`config.mk`:
```
export PLATFORM = sky130hd
export DESIGN_NAME = arb_requester
export DESIGN_NICKNAME = d
export VERILOG_FILES = /design/src/rtl/arb_requester.sv
export SDC_FILE = /design/constraint.sdc
export NUM_CORES = 1
export LEC_CHECK = 0
export BUFFER_PORTS_ARGS = -buffer_cell sky130_fd_sc_hd__buf_4
export CAP_MARGIN = 20
export CORE_ASPECT_RATIO = 0.7
export CORE_MARGIN = 2
export CORE_UTILIZATION = 35
export CTS_CLUSTER_SIZE = 30
export DETAILED_ROUTE_END_ITERATION = 10
export SLEW_MARGIN = 5
export SYNTH_ARGS = -nofsm -noshare
export SYNTH_HDL_FRONTEND = slang
export SYNTH_SLANG_ARGS = --single-unit
```
`constraint.sdc`:
```
create_clock -name clk -period 3.6 [get_ports clk]
set_input_delay 0 -clock clk [delete_from_list [all_inputs] [get_ports clk]]
set_output_delay 0 -clock clk [all_outputs]
set_load 0.005 [all_outputs]
```
`src/rtl/arb_requester.sv`:
```
// Requester-side agent for a 4-way round-robin arbiter: turns burst commands into
// per-channel requests, consumes one beat per grant and checks the grant vectors it sees.
module arb_requester #(
    parameter int N     = 4,
    parameter int LEN_W = 4,
    parameter int CNT_W = 16,
    localparam int CH_W = (N > 1) ? $clog2(N) : 1
) (
    input  logic             clk,
    input  logic             rst_n,
    input  logic             cmd_valid,
    output logic             cmd_ready,
    input  logic [CH_W-1:0]  cmd_ch,
    input  logic [LEN_W-1:0] cmd_len,
    output logic [N-1:0]     req,
    input  logic [N-1:0]     grant,
    output logic             beat_valid,
    output logic [CH_W-1:0]  beat_ch,
    output logic [N-1:0]     done,
    output logic [CNT_W-1:0] beat_cnt,
    output logic [CNT_W-1:0] waste_cnt,
    output logic             grant_err
);

    localparam logic [LEN_W:0] REM_ONE = (LEN_W+1)'(1);
    localparam logic [N-1:0]   N_ONE   = N'(1);

    logic [LEN_W:0]   rem_q [N];
    logic [LEN_W:0]   rem_d [N];
    logic             beat_valid_q, beat_valid_d;
    logic [CH_W-1:0]  beat_ch_q, beat_ch_d;
    logic [N-1:0]     done_q, done_d;
    logic [CNT_W-1:0] beat_cnt_q, beat_cnt_d;
    logic [CNT_W-1:0] waste_cnt_q, waste_cnt_d;
    logic             grant_err_q, grant_err_d;

    logic [N-1:0] req_w;
    logic [N-1:0] consume;
    logic         multi_grant;
    logic         stale;
    logic         accept;

    always_comb begin
        for (int i = 0; i < N; i++) begin
            req_w[i] = (rem_q[i] != '0);
        end
    end

    assign req       = req_w;
    assign cmd_ready = (rem_q[cmd_ch] == '0);

    // NOTE: every always_comb output gets a default first so no path leaves it unassigned (no latch).
    always_comb begin
        multi_grant  = ((grant & (grant - N_ONE)) != '0);
        // A malformed grant vector consumes nothing and is not counted as waste.
        consume      = multi_grant ? '0 : (grant & req_w);
        stale        = !multi_grant && ((grant & ~req_w) != '0);
        accept       = cmd_valid && cmd_ready;
        beat_valid_d = |consume;
        beat_ch_d    = beat_ch_q;
        done_d       = '0;
        for (int i = 0; i < N; i++) begin
            rem_d[i] = rem_q[i];
            if (consume[i]) begin
                rem_d[i]  = rem_q[i] - REM_ONE;
                beat_ch_d = CH_W'(i);
                done_d[i] = (rem_q[i] == REM_ONE);
            end else if (accept && (cmd_ch == CH_W'(i))) begin
                rem_d[i] = {1'b0, cmd_len} + REM_ONE;
            end
        end
        beat_cnt_d  = beat_cnt_q + CNT_W'(beat_valid_d);
        waste_cnt_d = (stale && (waste_cnt_q != '1)) ? waste_cnt_q + CNT_W'(1) : waste_cnt_q;
        grant_err_d = grant_err_q | multi_grant;
    end

    // NOTE: sequential state uses non-blocking assignments so all registers update from pre-edge values.
    // NOTE: the remaining-count array is a handful of flops, not a RAM, so it is reset with everything else.
    always_ff @(posedge clk or negedge rst_n) begin
        if (!rst_n) begin
            for (int i = 0; i < N; i++) begin
                rem_q[i] <= '0;
            end
            beat_valid_q <= 1'b0;
            beat_ch_q    <= '0;
            done_q       <= '0;
            beat_cnt_q   <= '0;
            waste_cnt_q  <= '0;
            grant_err_q  <= 1'b0;
        end else begin
            for (int i = 0; i < N; i++) begin
                rem_q[i] <= rem_d[i];
            end
            beat_valid_q <= beat_valid_d;
            beat_ch_q    <= beat_ch_d;
            done_q       <= done_d;
            beat_cnt_q   <= beat_cnt_d;
            waste_cnt_q  <= waste_cnt_d;
            grant_err_q  <= grant_err_d;
        end
    end

    assign beat_valid = beat_valid_q;
    assign beat_ch    = beat_ch_q;
    assign done       = done_q;
    assign beat_cnt   = beat_cnt_q;
    assign waste_cnt  = waste_cnt_q;
    assign grant_err  = grant_err_q;

endmodule

```
==> results.json <==
{
  "crit_arrival_ps": 3270,
  "period_share_pct": 83.99,
  "synth.top_cell.area_share_pct": 46.95,
  "yosysSeqAreaShare_pct": 46.95,
  "core_mm2": 0.008962,
  "overflow": 0,
  "worstPathMaxFanout": 9,
  "whs_ps": 147.8,
  "finalSetupViolations": 0,
  "grt_pass1_vias": 2455,
  "hold_viol_final": 0,
  "status": "completed",
  "clk_pin_slew_ps": 50,
  "placedCellCount": 481,
  "cts_hold_buf": 1,
  "synth.avg_cell_area_um2": 10.45,
  "ys_top_cells_by_area": "dfrtp_1, xnor2_1, ha_1, and3_1, nand3_1",
  "yosysUniqueCellTypes": 50,
  "p_leak_nw": 1.882,
  "cp-start-kind": "flop",
  "synth.most_common_cell": "dfrtp_1",
  "synthXorXnorAreaFrac_pct": 8.490,
  "drv_slew": 0,
  "fmax_mhz": 330.7,
  "synthMuxAreaShare_pct": 0.3521,
  "vias_per_cell": 5.129,
  "cts_max_level": 3,
  "hp-class": "in -> reg",
  "fp.dieH_um": 83.98,
  "syn_nets": 335,
  "path_class": "reg -> reg",
  "worstMarginPinSlew_ps": 783.1,
  "rsz0062_at_grt": "no",
  "cts_sinks": 60,
  "synth_simple_gate_area_share_pct": 22.89,
  "cts_tree": "built",
  "initial_core_util_pct": 35.68,
  "slew_headroom_pct": 47.79,
  "drt-pass1-iter-count": 4,
  "worst_setup_path_end_kind": "flop",
  "synthCells": 306,
  "syn_to_final_growth_pct": 27.50,
  "drtIter0Drc": 145,
  "antennaDiodeCount": 0,
  "fin_area_mm2": 0.004078,
  "insertion_delay_ps": 320,
  "synth.cell_area_mm2": 0.003198,
  "die_area_mm2": 0.009930,
  "grt_first_pass_wirelength_um": 12900,
  "cts_root_buffer": "clkbuf_16",
  "required_ps": 3840,
  "cts_setup_buffers": 0,
  "num_rows": 29,
  "yosysWarnings": 0,
  "n_fill_cell": 855,
  "async_flop_share_pct": 100.0,
  "nets": 398,
  "tns_ps": 0,
  "antenna_left": 0,
  "place_area_mm2": 0.003749,
  "gp_congestion": 0.8617,
  "grt_usage_pct": 16.50,
  "cts_buffers": 9,
  "wl_um": 7726,
  "grt_antenna_before_repair": 0,
  "io_pins": 58,
  "synth_compound_area_share_pct": 12.05,
  "yosysTopAreaCell": "dfrtp_1",
  "synth_fa_ha_area_share_pct": 6.260,
  "ys_seq_elements": 60,
  "post-dp-hpwl_um": 5597,
  "portBuffers": 57,
  "vdd_ir_drop_max_mv": 0.2876,
  "clk_path_buf_depth": 2,
  "drc_errors": 0,
  "wl_per_cell_um": 15.51,
  "final_layout_size_suffix_gt1_share_pct": 22.99,
  "cellPowerDensity_mw_per_mm2": 663.8,
  "fin_crit_ps": 3024,
  "synth_top_family_by_area": "simple AND/OR/NAND/NOR gates",
  "synth-main-ff-cell": "dfrtp_1",
  "die_w_um": 118.3,
  "cap_viol_max_count": 0,
  "via_count": 2554,
  "skew_ps": 7.539,
  "ctsResizeCount": 0,
  "stdcell_count": 498,
  "synth_edf_count": 0,
  "grt_max_degree": 61,
  "synth_common_cells": "dfrtp_1, xnor2_1, nand3_1"
}
[where the power goes]
part / leakage (nW) / switching [mW] / internal (mW)
Combinational: 0.948 / 0.378 / 0.356
Clock: 0.153 / 0.296 / 0.624
Sequential: 0.781 / 0.216 / 0.837
[per-stage QoR]
stage          util, %  power (mW)  worst slack, ps
2_1_floorplan        -       1.462            623.9
3_3_place_gp     41.83       1.780            604.7
3_5_place_dp     41.83       1.793            567.2
4_1_cts          45.50       2.730            569.2
5_1_grt          45.50       2.887            415.8
6_report         45.50       2.707            576.4
[cell families (layout without fill, tap and decap cells)]
family,after synthesis,in the layout
flip-flops,60,60
adder cells (fa/ha/maj),16,16
buffers and inverters,21,89
XOR/XNOR,31,31
AO/OA/AOI/OAI,56,56
AND/OR/NAND/NOR,121,121
multiplexers,1,1
[metal layers]
layer	global-route usage [%]	wire length, um	vias to the layer above	part of all wire [%]
met1	24.42	3974	1227	51
met2	22.23	3193	62	41
met3	5.328	460	8	6.0
met4	5.915	97	0	1.3
li1	-	-	1257	-
met5	0	0	-	0
[area by class of cell]
cell class / count / area [um^2] / share of cell area [%]
tap: 124 / 155.1 / 3.805
multi-input combinational: 225 / 1600 / 39.25
clock buffer: 12 / 246.5 / 6.045
clock inverter: 4 / 72.57 / 1.780
timing repair buffer: 60 / 452.9 / 11.11
inverter: 13 / 48.80 / 1.197
sequential: 60 / 1501 / 36.82
[worst max-delay path: stages, from the launching register on]
cell	delay (ps)
dfrtp_1	460
inv_1	110
ha_1	170
or4b_4	480
and4_4	240
or4_4	530
ha_1	230
ha_1	230
and3_1	240
nand4_1	130
xnor2_1	120
[state kept, by name, indices dropped and copies added, names as in the netlist]
register,count
beat_cnt,16
waste_cnt,16
beat_ch,2
done,4
grant_err,1
rem_q,20
beat_valid,1
[path summary, 6_finish.rpt]
path	from	endpoint	slack [ps]	cells past startpoint
worst max-delay path	rem_q[10]	beat_cnt[12]	580	10
worst min-delay path	grant[2]	beat_ch[0]	150	3
worst max register to register	rem_q[10]	beat_cnt[12]	580	10
worst min register to register	beat_cnt[15]	beat_cnt[15]	470	1
max in group asynchronous	rst_n	beat_ch[1]	2770	2
min in group asynchronous	rst_n	rem_q[19]	290	2
[cells in the final DEF (no fill, tap or decap), drive strengths merged, types with 2 or more instances in the layout]
cell type	count
and3	20
xor2	3
a31oi	2
inv	13
nand3b	3
nand3	24
or3	2
dfrtp	60
nor3	7
a21boi	2
nor4	6
bufinv	2
buf	59
nor2b	2
or4b	3
o21ai	11
a211oi	8
or4	2
ha	16
nor2	16
o31a	2
o211ai	6
a311o	2
o221ai	6
clkbuf	12
nand4	6
a21oi	11
nand2	14
and4	7
xnor2	28
No activity file was read; power rests on OpenSTA's default activity.
